[src/rtl/hazard_ctrl.sv]
// hazard_ctrl: operand forwarding select, load-use bubble sequencing,
// memory-miss freeze, deferred branch flush and saturating statistics.
//
// Ports:
//   clk, rst               clock, async active-high reset
//   rs1/rs2_id_ex          EX source regs (forwarding)
//   rs1/rs2_if_id, uses_*  ID source regs and their use flags (load-use)
//   rd_id_ex, is_load_id_ex EX destination and load flag
//   rd_fwd, load_regfile_fwd per-stage destination / write enable
//   inst_mem_*, data_mem_* memory request/response handshakes
//   br_taken_ex            EX redirects the PC
//   stat_clear             synchronous clear of statistics
//   rs1mux_sel/rs2mux_sel  0 = regfile, k+1 = forward from stage k
//   stall_*, bubble_id_ex, flush_*  pipeline register controls
//   stall_cnt/bubble_cnt/flush_cnt  saturating statistics
module hazard_ctrl #(
    parameter int NUM_FWD          = 2,
    parameter int REG_W            = 5,
    parameter int LOAD_USE_BUBBLES = 1,
    parameter int CNT_W            = 32,
    parameter int SEL_W            = $clog2(NUM_FWD + 1)
) (
    input  logic                     clk,
    input  logic                     rst,
    input  logic [REG_W-1:0]         rs1_id_ex,
    input  logic [REG_W-1:0]         rs2_id_ex,
    input  logic [REG_W-1:0]         rs1_if_id,
    input  logic [REG_W-1:0]         rs2_if_id,
    input  logic                     uses_rs1_if_id,
    input  logic                     uses_rs2_if_id,
    input  logic [REG_W-1:0]         rd_id_ex,
    input  logic                     is_load_id_ex,
    input  logic [NUM_FWD*REG_W-1:0] rd_fwd,
    input  logic [NUM_FWD-1:0]       load_regfile_fwd,
    input  logic                     inst_mem_read,
    input  logic                     inst_mem_resp,
    input  logic                     data_mem_read,
    input  logic                     data_mem_write,
    input  logic                     data_mem_resp,
    input  logic                     br_taken_ex,
    input  logic                     stat_clear,
    output logic [SEL_W-1:0]         rs1mux_sel,
    output logic [SEL_W-1:0]         rs2mux_sel,
    output logic                     stall_pc,
    output logic                     stall_if_id,
    output logic                     stall_id_ex,
    output logic                     stall_ex_mem,
    output logic                     stall_mem_wb,
    output logic                     bubble_id_ex,
    output logic                     flush_if_id,
    output logic                     flush_id_ex,
    output logic [CNT_W-1:0]         stall_cnt,
    output logic [CNT_W-1:0]         bubble_cnt,
    output logic [CNT_W-1:0]         flush_cnt
);

    localparam logic [0:0] S_RUN  = 1'b0;
    localparam logic [0:0] S_PEND = 1'b1;
    localparam logic [2:0] LU_RELOAD = 3'(LOAD_USE_BUBBLES - 1);

    logic [0:0]       r_state;
    logic [2:0]       r_lu_cnt;
    logic [CNT_W-1:0] r_stall_cnt;
    logic [CNT_W-1:0] r_bubble_cnt;
    logic [CNT_W-1:0] r_flush_cnt;

    logic w_mem_stall;
    logic w_hazard;
    logic w_flush;
    logic w_bubble;

    // Lowest stage index wins: iterate from oldest to youngest so the
    // youngest matching stage overwrites the select last.
    always_comb begin
        rs1mux_sel = '0;
        rs2mux_sel = '0;
        for (int k = NUM_FWD - 1; k >= 0; k--) begin
            if (load_regfile_fwd[k] && rd_fwd[k*REG_W +: REG_W] != '0) begin
                if (rd_fwd[k*REG_W +: REG_W] == rs1_id_ex)
                    rs1mux_sel = SEL_W'(k + 1);
                if (rd_fwd[k*REG_W +: REG_W] == rs2_id_ex)
                    rs2mux_sel = SEL_W'(k + 1);
            end
        end
    end

    assign w_mem_stall = (inst_mem_read & ~inst_mem_resp)
                       | ((data_mem_read | data_mem_write) & ~data_mem_resp);

    assign w_hazard = is_load_id_ex && (rd_id_ex != '0)
                   && ((uses_rs1_if_id && rd_id_ex == rs1_if_id)
                    || (uses_rs2_if_id && rd_id_ex == rs2_if_id));

    // A branch seen during a miss is replayed from PEND once it clears.
    assign w_flush  = ~w_mem_stall & (br_taken_ex | (r_state == S_PEND));
    assign w_bubble = ~w_mem_stall & ~w_flush
                    & ((r_lu_cnt != 3'd0) | w_hazard);

    // Controls are forced quiet while reset is held.
    assign stall_pc     = ~rst & (w_mem_stall | w_bubble);
    assign stall_if_id  = ~rst & (w_mem_stall | w_bubble);
    assign stall_id_ex  = ~rst & w_mem_stall;
    assign stall_ex_mem = ~rst & w_mem_stall;
    assign stall_mem_wb = ~rst & w_mem_stall;
    assign bubble_id_ex = ~rst & w_bubble;
    assign flush_if_id  = ~rst & w_flush;
    assign flush_id_ex  = ~rst & w_flush;

    always_ff @(posedge clk or posedge rst) begin
        if (rst) begin
            r_state <= S_RUN;
        end else if (r_state == S_RUN) begin
            if (br_taken_ex && w_mem_stall)
                r_state <= S_PEND;
        end else if (!w_mem_stall) begin
            r_state <= S_RUN;
        end
    end

    always_ff @(posedge clk or posedge rst) begin
        if (rst) begin
            r_lu_cnt <= 3'd0;
        end else if (w_flush) begin
            r_lu_cnt <= 3'd0;
        end else if (!w_mem_stall) begin
            if (r_lu_cnt != 3'd0)
                r_lu_cnt <= r_lu_cnt - 3'd1;
            else if (w_hazard)
                r_lu_cnt <= LU_RELOAD;
        end
    end

    always_ff @(posedge clk or posedge rst) begin
        if (rst) begin
            r_stall_cnt  <= '0;
            r_bubble_cnt <= '0;
            r_flush_cnt  <= '0;
        end else if (stat_clear) begin
            r_stall_cnt  <= '0;
            r_bubble_cnt <= '0;
            r_flush_cnt  <= '0;
        end else begin
            if (w_mem_stall && r_stall_cnt != '1)
                r_stall_cnt <= r_stall_cnt + 1'b1;
            if (w_bubble && r_bubble_cnt != '1)
                r_bubble_cnt <= r_bubble_cnt + 1'b1;
            if (w_flush && r_flush_cnt != '1)
                r_flush_cnt <= r_flush_cnt + 1'b1;
        end
    end

    assign stall_cnt  = r_stall_cnt;
    assign bubble_cnt = r_bubble_cnt;
    assign flush_cnt  = r_flush_cnt;

endmodule

[config.mk]
export PLATFORM = sky130hd
export DESIGN_NAME = hazard_ctrl
export DESIGN_NICKNAME = d
export VERILOG_FILES = /design/src/rtl/hazard_ctrl.sv
export SDC_FILE = /design/constraint.sdc
export NUM_CORES = 1
export LEC_CHECK = 0
export ABC_AREA = 1
export CAP_MARGIN = 5
export CELL_PAD_IN_SITES_DETAIL_PLACEMENT = 1
export CELL_PAD_IN_SITES_GLOBAL_PLACEMENT = 1
export CORE_MARGIN = 10
export CORE_UTILIZATION = 39
export DETAILED_ROUTE_END_ITERATION = 6
export GPL_TIMING_DRIVEN = 0
export PLACE_DENSITY_LB_ADDON = 0.1
export SYNTH_ARGS = -nofsm -noshare
export SYNTH_HDL_FRONTEND = slang
export SYNTH_SLANG_ARGS = --single-unit
[constraint.sdc]
create_clock -name clk -period 7.8 [get_ports clk]
set_input_delay 1.56 -clock clk [delete_from_list [all_inputs] [get_ports clk]]
set_output_delay 1.56 -clock clk [all_outputs]
set_load 0.02 [all_outputs]
==> results of run 1 <==
## cell families (layout without fill, tap and decap cells)
group	count (synthesis)	count (layout)	share of synthesized area, %
simple gates	736	736	43.6
buf+inv	137	308	8.39
flops	100	100	34.0
compound gates	70	70	5.62
xor+xnor	67	67	7.96
fa+ha+maj	3	3	0.509
## final cells by class
class | instances | area share, %
buffer | 34 | 2.37
clock buffer | 12 | 2.69
clock inverter | 3 | 0.485
inverter | 103 | 4.13
multi-input combinational | 876 | 44.5
sequential | 100 | 26.2
tap | 234 | 3.07
timing repair buffer | 156 | 16.5
## worst paths after layout
path	end	slack, ps
min in group asynchronous	bubble_cnt[25]	1720
max	stall_pc	2360
max in group asynchronous	stall_cnt[31]	5390
max reg2reg	flush_cnt[22]	5540
min reg2reg	r_state	510
min	r_state	510
## per-layer routing
layer,wire length (um),global-route usage [%]
met1,11600,26.1
met2,12800,37.2
met3,1390,4.64
met4,420,5.25
met5,0,0
## cell usage in the layout (no fill, tap or decap), types with 2 or more instances in the layout
cell             instances
a21o_1                   5
a21oi_1                  5
buf_2                    7
buf_4                    6
buf_6                    9
clkbuf_1                12
clkbuf_16                9
clkbuf_8                 2
clkdlybuf4s50_1        155
dfrtp_1                100
ha_1                     3
inv_1                   92
inv_2                    7
inv_4                    3
nand2_1                359
nand2_2                  9
nand3_1                 83
nand4_1                 35
nor2_1                 180
nor2_2                   5
nor2_4                   3
nor2_8                   2
nor3_1                  41
nor3_2                   6
nor3_4                   2
nor3b_1                  2
o21ai_0                 45
o21ai_2                  5
o31ai_1                  2
o41ai_1                  2
or2_2                    3
xnor2_1                 19
xor2_1                  48
## metrics by stage
| step | setup TNS, ps | instance area [um2] | setup WS, ps |
|---|---|---|---|
| 3_5_place_dp | 0 | 9240 | 2330 |
| 5_1_grt | 0 | 9550 | 2160 |
| 4_1_cts | 0 | 9550 | 2330 |
| 3_3_place_gp | -459 | 9210 | -270 |
| 6_report | 0 | 9550 | 2360 |
| 2_1_floorplan | 0 | 7370 | 1720 |
## critical path: stages
cell and delay [ps]:
clkdlybuf4s50_1 530, inv_1 70, nand2_1 60, nand2_1 50
nor2_1 130, nand3_1 90, nand2_1 80, nand2_1 50
nand2_1 180, nand3_1 120, o21ai_0 190, buf_4 170
clkdlybuf4s50_1 590
## flip-flops by register name, summed over array words and instances, names as in the netlist
register / cells
bubble_cnt: 32
stall_cnt: 32
r_state: 1
r_lu_cnt: 3
flush_cnt: 32
## report_power, final
group,leakage [nW],internal [mW],switching [mW]
logic,2.47,0.0624,0.0952
clock network,0.145,0.266,0.211
registers,1.39,0.523,0.00702
==> impl_metrics.env, run 1 <==
export IMPL_syn_area_per_cell_um2=6.62
export IMPL_power_mw=1.16
export IMPL_drive_above_1_share_pct=6.70
export IMPL_holdWs_ps=506
export IMPL_slew_headroom_pct=47.2
export IMPL_core_area_mm2=0.0186
export IMPL_ys_seq_area_share_pct=34.0
export IMPL_yosysWarnings=0
export IMPL_clock_sinks=100
export IMPL_syn_to_final_growth_pct=29.5
export IMPL_worstSetupEndpointType="output pin"
export IMPL_worst_skew_pair_late_latency_ps=350
export IMPL_status="finished clean"
export IMPL_synth_fp_nets=1165
export IMPL_fmax_mhz=184
export IMPL_cts_tree="done"
export IMPL_hold_path_class="register to register"
export IMPL_regArea_mm2=0.00250
export IMPL_synth_top_area_share_pct=34.0
export IMPL_worst_ep_arrival_time_ps=3880
export IMPL_grt_ovfl_total=0
export IMPL_dieArea_mm2=0.0248
export IMPL_dieWidth_um=157
export IMPL_drtIter0Drc=399
export IMPL_synth_area_top_cells="dfrtp_1 (34%), nand2_1 (18%), nor2_1 (9.2%)"
export IMPL_antenna_found_initial=0
export IMPL_gp_congestion=0.910
export IMPL_synth_common_cells="nand2_1 (359), nor2_1 (180), dfrtp_1 (100), inv_1 (93), nand3_1 (83)"
export IMPL_ys_seq_elements=100
export IMPL_clk_pin_slew_ps=70
export IMPL_num_antenna_cells=0
export IMPL_drt_wl_total_um=26300
export IMPL_tightest_slew_ps=792
export IMPL_hold_buffers=0
export IMPL_r2r_start="flush_cnt[0]"
export IMPL_synth_cell_types=44
export IMPL_p_leak_nw=4.01
export IMPL_ant_nets=0
export IMPL_fillCellCount=2477
export IMPL_grt_max_degree=54
export IMPL_finalCoreUtilization_pct=51.2
export IMPL_crit_type="input pin to output pin"
export IMPL_cp_start_kind="input pin"
export IMPL_dp_cells=1503
export IMPL_cts_max_level=3
export IMPL_synthFlopType="dfrtp_1"
export IMPL_synth_edff_count=0
export IMPL_stdcell_count=1518
export IMPL_path_max_fanout=5
export IMPL_crit_start="rd_id_ex[4]"
export IMPL_nNetsFinal=1332
export IMPL_min_period_ps=5440
export IMPL_syn_area_mm2=0.00737
export IMPL_hpwl_um=20900
export IMPL_vdd_drop_max_v=0.000105
export IMPL_rsz0062_at_grt="false"
export IMPL_dr_pass1_iters=5
export IMPL_period_share_pct=69.7
export IMPL_async_reset_ff_share_pct=100
export IMPL_grt_pass1_wl_um=42800
export IMPL_ff2ff_path_depth=13
export IMPL_cts_max_path_buffers=2
export IMPL_synth_cells=1113
export IMPL_multi_input_area_mm2=0.00425
export IMPL_power_density_mw_per_mm2=122
export IMPL_yosys_cell_count_top_type="nand2_1"
export IMPL_hold_viol=0
export IMPL_numCtsBuffers=9
export IMPL_vias=7840
export IMPL_yosysTopAreaCell="dfrtp_1"
export IMPL_critPathRequiredTime_ps=6240
export IMPL_finClkSkew_ps=13.0
export IMPL_holdCritStartpoint="r_state"
export IMPL_fp_row_count=50
export IMPL_start_util_pct=39.5
export IMPL_track_usage_pct=21.4
export IMPL_post_cts_setup_buffer_count=0
export IMPL_cts_root_buf="clkbuf_16"
export IMPL_grt_pass1_vias=8205
export IMPL_wl_per_cell_um=17.3
export IMPL_max_cap_violations=0
export IMPL_avgViaCountPerCell=5.16
export IMPL_maxSlewViolCount=0
export IMPL_portBuffers=155
export IMPL_cts_repair_resized=0
export IMPL_die_h_um=157
export IMPL_setup_viol=0
export IMPL_drc_errors=0
export IMPL_hold_depth=2
export IMPL_ios=157
No activity file was read; power rests on OpenSTA's default activity.
==> run 2, diff against run 1 <==
--- a/config.mk
+++ b/config.mk
@@ -10,7 +10,7 @@
 export CELL_PAD_IN_SITES_DETAIL_PLACEMENT = 1
 export CELL_PAD_IN_SITES_GLOBAL_PLACEMENT = 1
 export CORE_MARGIN = 10
-export CORE_UTILIZATION = 39
+export CORE_UTILIZATION = 36
 export DETAILED_ROUTE_END_ITERATION = 6
 export GPL_TIMING_DRIVEN = 0
 export PLACE_DENSITY_LB_ADDON = 0.1
==> constraint.sdc (replaced) <==
create_clock -name clk -period 5.55 [get_ports clk]
set_input_delay 1.11 -clock clk [delete_from_list [all_inputs] [get_ports clk]]
set_output_delay 1.11 -clock clk [all_outputs]
set_load 0.02 [all_outputs]
==> impl_metrics.env, run 2 (synthesized netlist as in run 1, its figures left out) <==
export IMPL_status="finished clean"
export IMPL_tightest_slew_ps=754
export IMPL_finClkSkew_ps=8.95
export IMPL_clk_pin_slew_ps=80
export IMPL_grt_pass1_wl_um=44200
export IMPL_power_density_mw_per_mm2=177
export IMPL_mostFrequentLayoutCell="nand2_1"
export IMPL_cts_root_buf="clkbuf_16"
export IMPL_min_period_ps=4450
export IMPL_critPathRequiredTime_ps=4440
export IMPL_gp_congestion=0.889
export IMPL_pre_cts_slack_ps=1050
export IMPL_clock_sinks=100
export IMPL_worst_ep_arrival_time_ps=3340
export IMPL_layout_common_cells="nand2_1 (359), nor2_1 (180), clkdlybuf4s50_1 (155)"
export IMPL_num_antenna_cells=0
export IMPL_hold_path_class="register to register"
export IMPL_place_area_mm2=0.00929
export IMPL_wl_per_cell_um=17.2
export IMPL_cts_max_level=3
export IMPL_wl_met2_um=13100
export IMPL_hold_buffers=0
export IMPL_ios=157
export IMPL_drtIter0Drc=389
export IMPL_avgViaCountPerCell=5.06
export IMPL_drc_errors=0
export IMPL_top_layer="met4"
export IMPL_vdd_drop_max_v=0.000173
export IMPL_crit_type="input pin to output pin"
export IMPL_period_share_pct=80.2
export IMPL_grt_max_degree=65
export IMPL_track_usage_pct=20.4
export IMPL_fp_row_count=52
export IMPL_rsz0062_at_grt="false"
export IMPL_wl_met1_um=11800
export IMPL_path_max_fanout=5
export IMPL_dr_wl_met3_um=1610
export IMPL_nNetsFinal=1332
export IMPL_numCtsBuffers=9
export IMPL_dr_pass1_iters=5
export IMPL_dp_cells=1539
export IMPL_dieWidth_um=163
export IMPL_worstSetupEndpointType="output pin"
export IMPL_post_cts_setup_buffer_count=0
export IMPL_p_leak_nw=4.02
export IMPL_hpwl_um=21400
export IMPL_grt_ovfl_total=0
export IMPL_antenna_found_initial=0
export IMPL_cts_repair_resized=0
export IMPL_grt_pass1_vias=8354
export IMPL_max_cap_violations=0
export IMPL_stdcell_count=1555
export IMPL_start_util_pct=36.5
export IMPL_layout_setup_ws_ps=1100
export IMPL_hold_viol=0
export IMPL_drt_wl_total_um=26800
export IMPL_syn_to_final_growth_pct=30.6
export IMPL_cts_tree="done"
export IMPL_drive_above_1_share_pct=6.85
export IMPL_core_area_mm2=0.0202
export IMPL_slew_headroom_pct=49.7
export IMPL_setup_viol=0
export IMPL_die_h_um=163
export IMPL_worst_skew_pair_late_latency_ps=370
export IMPL_fmax_mhz=225
export IMPL_fillCellCount=2682
export IMPL_portBuffers=155
export IMPL_vias=7864
export IMPL_cts_max_path_buffers=2
export IMPL_ant_nets=0
export IMPL_cp_start_kind="input pin"
export IMPL_design_area_mm2=0.00962
export IMPL_dieArea_mm2=0.0266
export IMPL_maxSlewViolCount=0
==> run 2: changes by cell type in the layout (fill, tap and decap cells not counted) <==
cell / delta
bufinv_16: +1
clkbuf_1: -1
clkbuf_8: -1
inv_6: +2
==> run 2: final timing paths <==
path / startpoint / end / slack [ps] / depth (start not counted)
max reg2reg: bubble_cnt[0] / bubble_cnt[7] / 3340 / 13
max in group asynchronous: rst / flush_cnt[23] / 3630 / 3
min reg2reg: r_state / r_state / 500 / 2
max: rd_id_ex[4] / stall_pc / 1100 / 13
min in group asynchronous: rst / bubble_cnt[20] / 1220 / 2
min: r_state / r_state / 500 / 2
==> run 2: layout make-up <==
type                            count  area (um2)  area share [%]
Buffer                             34         226            2.35
Clock buffer                       10         239            2.48
Clock inverter                      6        93.8           0.975
Inverter                          103         394            4.10
Multi-Input combinational cell    876        4250            44.2
Sequential cell                   100        2500            26.0
Tap cell                          270         338            3.51
Timing Repair Buffer              156        1580            16.4
==> run 2: critical path, cell delays in order <==
cell,delay [ps]
clkdlybuf4s50_1,520
inv_1,70
nand2_1,60
nand2_1,60
nor2_1,110
nand3_1,80
nand2_1,70
nand2_1,50
nand2_1,170
nand3_1,140
o21ai_0,140
buf_4,140
clkdlybuf4s50_1,610
==> run 2: stage by stage <==
| step | util, % | TNS [ps] | hold slack (ps) | power [mW] |
|---|---|---|---|---|
| after floorplan | - | 0 | 465 | 0.874 |
| final | 47.7 | 0 | 498 | 1.70 |
| after global placement | 45.9 | -16680 | 479 | 0.977 |
| after global routing | 47.7 | 0 | 533 | 1.77 |
| after CTS | 47.7 | 0 | 507 | 1.72 |
| after detailed placement | 46.0 | 0 | 489 | 0.984 |
==> run 2: routing by layer <==
metal  GRT usage, %  up-vias
met5              0        -
met4           4.39        0
met3           4.98       17
met2           35.3      157
met1           25.1     3797
li1               -     3893
==> run 2: where the power goes <==
| part | total, mW | switching, mW | internal, mW |
|---|---|---|---|
| Clock | 0.735 | 0.323 | 0.413 |
| Combinational | 0.221 | 0.133 | 0.0877 |
| Sequential | 0.745 | 0.0104 | 0.734 |
| Total | 1.70 | 0.466 | 1.23 |
